### config.mk
export PLATFORM = sky130hd
export DESIGN_NAME = crc8_check
export DESIGN_NICKNAME = d
export VERILOG_FILES = /design/src/rtl/crc8_check_pkg.sv /design/src/rtl/crc8_check_bit_engine.sv /design/src/rtl/crc8_check.sv
export SDC_FILE = /design/constraint.sdc
export NUM_CORES = 1
export LEC_CHECK = 0
export ABC_AREA = 1
export BUFFER_PORTS_ARGS = -buffer_cell sky130_fd_sc_hd__buf_2
export CAP_MARGIN = 20
export CORE_MARGIN = 1
export CORE_UTILIZATION = 30
export CTS_CLUSTER_DIAMETER = 120
export DETAILED_ROUTE_END_ITERATION = 7
export GPL_TIMING_DRIVEN = 0
export PLACE_DENSITY = 0.46
export REMOVE_ABC_BUFFERS = 1
export SLEW_MARGIN = 0
export SYNTH_ARGS = -nofsm -noshare
export SYNTH_HDL_FRONTEND = slang
export SYNTH_SLANG_ARGS = --single-unit
### constraint.sdc
create_clock -name clk -period 1.1 [get_ports clk]
set_input_delay 0.11 -clock clk [delete_from_list [all_inputs] [get_ports clk]]
set_output_delay 0.11 -clock clk [all_outputs]
set_load 0.01 [all_outputs]
### src/rtl/crc8_check_pkg.sv
// Shared constants and FSM encoding for the CRC-8 frame checker.
package crc8_check_pkg;

  localparam logic [7:0] CRC8_POLY = 8'h07;
  localparam logic [7:0] CRC8_INIT = 8'h00;

  typedef enum logic [1:0] {
    ST_IDLE  = 2'd0,
    ST_SHIFT = 2'd1,
    ST_DONE  = 2'd2
  } state_t;

endpackage

### src/rtl/crc8_check_bit_engine.sv
// Serial MSB-first CRC-8 register: one bit folded in per enabled clock.
module crc8_bit_engine
  import crc8_check_pkg::*;
#(
  parameter logic [7:0] POLY = CRC8_POLY
) (
  input  logic       clk,
  input  logic       rst,
  input  logic       clear,
  input  logic       shift_en,
  input  logic       bit_in,
  output logic [7:0] crc
);

  logic feedback;

  assign feedback = crc[7] ^ bit_in;

  // Synchronous clear wins over shifting so an abort never folds in a stray bit.
  always_ff @(posedge clk or posedge rst) begin
    if (rst) begin
      crc <= CRC8_INIT;
    end else if (clear) begin
      crc <= CRC8_INIT;
    end else if (shift_en) begin
      crc <= {crc[6:0], 1'b0} ^ (feedback ? POLY : 8'h00);
    end
  end

endmodule

### src/rtl/crc8_check.sv
// CRC-8 frame checker: byte handshake, serial CRC over each byte, verdict pulse
// after the byte flagged in_last (the transmitted CRC byte).
module crc8_check
  import crc8_check_pkg::*;
#(
  parameter logic [7:0] POLY = CRC8_POLY
) (
  input  logic       clk,
  input  logic       rst,
  input  logic [7:0] in_data,
  input  logic       in_valid,
  input  logic       in_last,
  output logic       in_ready,
  input  logic       clr,
  output logic       result_valid,
  output logic       crc_ok,
  output logic [7:0] crc_out,
  output logic [7:0] frame_bytes
);

  state_t      state;
  state_t      next_state;
  logic [7:0]  data_sr;
  logic        last_q;
  logic [2:0]  bit_cnt;
  logic [7:0]  byte_cnt;
  logic [7:0]  crc;
  logic        accept;
  logic        ok_q;
  logic [7:0]  crc_q;
  logic [7:0]  bytes_q;

  assign accept = in_valid & in_ready & ~clr;

  always_ff @(posedge clk or posedge rst) begin
    if (rst) begin
      state <= ST_IDLE;
    end else begin
      state <= next_state;
    end
  end

  always_comb begin
    next_state = state;
    case (state)
      ST_IDLE:  if (accept) next_state = ST_SHIFT;
      ST_SHIFT: begin
        if (clr) begin
          next_state = ST_IDLE;
        end else if (bit_cnt == 3'd7) begin
          next_state = last_q ? ST_DONE : ST_IDLE;
        end
      end
      ST_DONE:  next_state = ST_IDLE;
      default:  next_state = ST_IDLE;
    endcase
  end

  always_comb begin
    in_ready     = (state == ST_IDLE);
    result_valid = (state == ST_DONE);
    crc_ok       = ok_q;
    crc_out      = crc_q;
    frame_bytes  = bytes_q;
    if (state == ST_DONE) begin
      crc_ok      = (crc == 8'h00);
      crc_out     = crc;
      frame_bytes = byte_cnt;
    end
  end

  // The byte is shifted out of data_sr MSB-first, so bit 7 always feeds the engine.
  always_ff @(posedge clk or posedge rst) begin
    if (rst) begin
      data_sr <= 8'h00;
      last_q  <= 1'b0;
      bit_cnt <= 3'd0;
    end else if (accept) begin
      data_sr <= in_data;
      last_q  <= in_last;
      bit_cnt <= 3'd0;
    end else if (state == ST_SHIFT) begin
      data_sr <= {data_sr[6:0], 1'b0};
      bit_cnt <= bit_cnt + 3'd1;
    end
  end

  always_ff @(posedge clk or posedge rst) begin
    if (rst) begin
      byte_cnt <= 8'h00;
    end else if (clr || state == ST_DONE) begin
      byte_cnt <= 8'h00;
    end else if (accept && byte_cnt != 8'hFF) begin
      byte_cnt <= byte_cnt + 8'd1;
    end
  end

  // Verdict registers keep the last DONE values visible until the next verdict.
  always_ff @(posedge clk or posedge rst) begin
    if (rst) begin
      ok_q    <= 1'b0;
      crc_q   <= 8'h00;
      bytes_q <= 8'h00;
    end else if (state == ST_DONE) begin
      ok_q    <= (crc == 8'h00);
      crc_q   <= crc;
      bytes_q <= byte_cnt;
    end
  end

  crc8_bit_engine #(
    .POLY(POLY)
  ) u_engine (
    .clk     (clk),
    .rst     (rst),
    .clear   (clr || state == ST_DONE),
    .shift_en(state == ST_SHIFT),
    .bit_in  (data_sr[7]),
    .crc     (crc)
  );

endmodule

Word level (Yosys, flattened, before mapping):

Index checks and enable logic that the tools add are counted.

* multiplexer cells: 17
* equality and inequality tests: 6
* reduce and logical (&&, ||, !) cells: 8
* add/subtract/negate cells: 2
* bitwise logic cells: 5

Operators with widths (count)
* two-way mux 8 bit: 8
* two-way mux 3 bit: 3
* adder 8 x 1 -> 8 bit, second input constant: 1
* zero test 8 bit: 1
* two-way mux 2 bit: 4
* inequality test 8 bit, second input constant: 1
* bitwise XOR 8 bit: 1
* nonzero test 2 bit: 3
* case mux 2 bit (2 select lines): 1
* adder 3 x 1 -> 3 bit, second input constant: 1
* == test 3 bit, second input constant: 1
* inequality test 3 bit, second input constant: 1
* AND 1 bit: 2
* == test 2 x 1 -> 1 bit, second input constant: 1
* == test 2 bit, second input constant: 1
* zero test 2 bit: 1
* inequality test 2 x 1 -> 1 bit, second input constant: 1
* AND reduction 2 bit: 1
* logical AND 1 bit: 1
* logical OR 1 bit: 1
* two-way mux 1 bit: 1
* inverter 1 bit: 1
* bitwise XOR 1 bit: 1

* bits in registers: 47
* output and inout bits: 19
* input bits: 13

Logic depth before layout (Yosys ltp):

* depth after elaboration: 6
* gate-level depth with buffers: 7
* gate-level depth less buffers: 7

Hierarchy:

Synthesis repeated with hierarchy kept, for this count alone.

* cells, all modules: 262
* area, all modules: 2197.1 um2

Modules (own cells, without submodules)
* crc8_check: times used 1, cells each 218, area each 1824.2 um2
* crc8_bit_engine: times used 1, cells each 44, area each 372.9 um2

Worst setup path after synthesis:

OpenSTA, ideal clock, no wires.

* kind: reg2reg
* start: reg state[0]
* end: reg crc_q[1]
* setup time: 0.148 ns
* period minus slack after synthesis: 1.206 ns
* required time: 0.952 ns
* arrival time: 1.058 ns
* setup slack: -0.106 ns
* path buffers: 1
* cell stages (with the launch flop): 5
* cells stage by stage: dfrtp_1 inv_2 nand2_4 buf_2 o21ai_0

* word-level cells in the longest chain between the ends: 2

Ends and longest elaborated chain
* from (decl): line crc8_check.sv:21 `state_t state;`
* from (signal assigned): line crc8_check.sv:39 `state <= next_state;`
* == test 2 bit
* two-way mux 8 bit
* named net crc_out[1]: line crc8_check.sv:17 `output logic [7:0] crc_out,`
* to (signal assigned): line crc8_check.sv:106 `crc_q <= crc;`
* to (decl): line crc8_check.sv:30 `logic [7:0] crc_q;`

The timed path passes the listed nets, and every way through them passes these cells.
A chain may end at the register's enable or synchronous reset.

Worst setup path after layout:

* start: reg state[1]
* end: out frame_bytes[3]

* word-level cells in the longest chain between the ends: 2

Ends and longest elaborated chain
* == test 2 bit: line crc8_check.sv:65 `if (state == ST_DONE) begin`
* two-way mux 8 bit: line crc8_check.sv:65
* to (decl): line crc8_check.sv:18 `output logic [7:0] frame_bytes`

Every way passes these cells.

==> metrics <==
status=finished with violations; failing checks=negative setup slack; worst path arrival time=1.43 ns; first-pass GRT wire length=8631 um; CP Capture Type=primary output; Hold Vio Cnt, Final=0; CTS tree=built; vias in the first global route=1749; Initial Util=31.40%; antenna violations before repair=0; Clock Tree Buf Depth=2; Post-DRT Antenna Nets=0; clock latency at the later pin of the worst-skew pair=0.31 ns; total of max-cap violations=0; clk sink count=47; RD Place Congestion=0.7768; die area=7533 sq um; row cnt=30; total congestion overflow=0; Leakage=1.544 nW; Via Count=1836; Crit-path slowest cell=dfrtp_2; routed wire length per instance=12.95 um; port bufs=31; Non-Filler Instances=408; Core Region=6869 sq um; CP bufs+invs=2; largest net degree at the start of global routing=33; delay-heaviest family, CP=flip-flops; diode count=0; RSZ-0062 raised after global routing=true; Max Fclk=650.9 MHz; drc violations=0; I/O pin total=32; CP most frequent cell=buf_6; router iterations before antenna repair=4; CP Launch Type=flip-flop; Crit path depth=4; crit-path max cell delay=0.54 ns; htree depth=2; Seq cells post-synth=47; Setup WS pre-CTS=-0.3460 ns; chip height=86.80 um; max-slew violation count=0; final wirelength=5283 um; post-synthesis area per instance=8.628 sq um; setup TNS=-16.47 ns; Area Overhead vs Synth=44.08%; Slew headroom=74.82%; power density over the cells=1402 nW/um^2; Die Width=86.80 um; Netlist cell types=26; Overall Power=4.356 mW; fin crit period=1.536 ns; Root Driver=clkbuf_8; Netlist Area Pre-Place=2157 sq um; placed insts=374; DP HPWL=3132 um; Crit Path Category=flip-flop to primary output; gr usage total=15.18%; Required @ worst endpoint=0.99 ns; Nets=327; final worst setup slack=-0.4363 ns; worst vdd ir=0.8419 mV; synth warn=0; Max Clock Skew=0.01102 ns; CP Cell Sequence=nand2_8 -> buf_6 -> o21ai_4 -> buf_6; cells after synthesis=250; Slew @ Worst Pin=0.3772 ns; post-route clock period utilization=139.7%; Hold Path Depth=3; total CTS buffers=5; clk slew on worst S/H paths=0.10 ns; register area share after synthesis=54.52%; critical path peak fanout=8; 1st-iter DRT viols=140; Filler cells=687; vias per std cell=4.500; Hold Crit Class=primary input to flip-flop; fin util=45.25%; setup violators final=51; layout cells sized above 1=39.10%; reg2reg path depth=7
[per-stage QoR]
stage | area [sq um] | hold WS, ns
after floorplan | 2135 | 0.2196
after global placement | 2410 | 0.3088
after detailed placement | 2430 | 0.1154
after CTS | 2900 | 0.02454
after global routing | 3108 | 0.02675
final | 3108 | 0.02673
[layout by cell type (no fill, tap or decap), drive strengths merged, types with 4 or more instances in the layout]
cell type and instances:
nor2 16, nand3 17, a31oi 4, clkbuf 5, dfrtp 47, inv 34, nand2 92, nand4 4
o21ai 18, buf 53, o22ai 6
[synth_stat cells (all sizes together)]
library cell	n	area, sq um
o21a	2	15.01
buf	4	22.52
a21oi	1	8.760
o22ai	6	37.54
nand3	17	90.09
o21ai	18	97.59
inv	33	126.4
nor3	2	10.01
nand4	4	25.02
xor2	2	17.52
dfrtp	47	1176
o21bai	1	7.510
nor2	16	77.58
ha	3	37.54
a31oi	4	25.02
nand2	90	382.9
[flip-flops by register name (all words and copies together), names as in the netlist]
name and cells:
bit_cnt 3, byte_cnt 8, bytes_q 8, crc_q 8, data_sr 8, last_q 1, ok_q 1, state 2
u_engine.crc 8
[cell families after synthesis]
| logic type | count (synthesis) | synth area share (%) |
|---|---|---|
| and+or+nand+nor | 129 | 27.15 |
| adders and majority gates | 3 | 1.740 |
| xor gates and xnor gates | 2 | 0.8122 |
| buffers and inverters | 37 | 6.902 |
| AOI/OAI and AO/OA | 32 | 8.875 |
| DFF | 47 | 54.52 |
[per-layer routing]
metal  global-route usage, %  up-vias  routed length (um)
met4                   6.061        0                 103
met3                   3.143        8                 197
met2                   24.62       44                2517
li1                        -      918                   -
met5                       0        -                   0
met1                   19.78      866                2464
[power by group]
part / internal (mW) / switching [mW] / total (mW) / leakage [nW]
Sequential: 1.93 / 0.138 / 2.07 / 0.628
Clock: 0.690 / 0.629 / 1.32 / 0.0587
Combinational: 0.434 / 0.538 / 0.972 / 0.857
[final timing paths]
check	endpoint	slack (ns)	from
min reg2reg	crc_q[0]$_DFF_PP0_	0.48	crc_q[0]$_DFF_PP0_
max in group asynchronous	state[0]$_DFFE_PP0P_	0.26	rst
min	data_sr[2]$_DFFE_PP0P_	0.03	in_data[2]
min in group asynchronous	data_sr[1]$_DFFE_PP0P_	0.33	rst
max reg2reg	byte_cnt[7]$_DFFE_PP0P_	-0.38	state[1]$_DFFE_PP0P_
max	frame_bytes[3]	-0.44	state[1]$_DFFE_PP0P_
[worst register-to-register path, stage by stage, from the launching register on]
cell	delay (ns)
dfrtp_2	0.53
buf_6	0.17
nor2_4	0.14
nand3_4	0.12
buf_6	0.16
a21oi_4	0.17
nand2_1	0.07
nand2_1	0.06
[timing repair]
item                                    in CTS  in global routing
gates resized for setup                     47                 47
buffers inserted                            11                  9
hold buffers                                 3                  0
hold endpoints to repair                    17                  0
endpoints found under the setup margin      63                 51
pin swaps                                    5                 24
cloned                                       3                  0
[area by class of cell]
cell class,count,area (sq um),share of cell area (%)
Multi-Input combinational cell,168,1077,34.66
Clock buffer,5,68.82,2.214
Timing Repair Buffer,56,454.2,14.61
Sequential cell,47,1179,37.92
Clock inverter,3,47.55,1.530
Tap cell,96,120.1,3.865
Inverter,33,161.4,5.193
No activity file was read; power rests on OpenSTA's default activity.
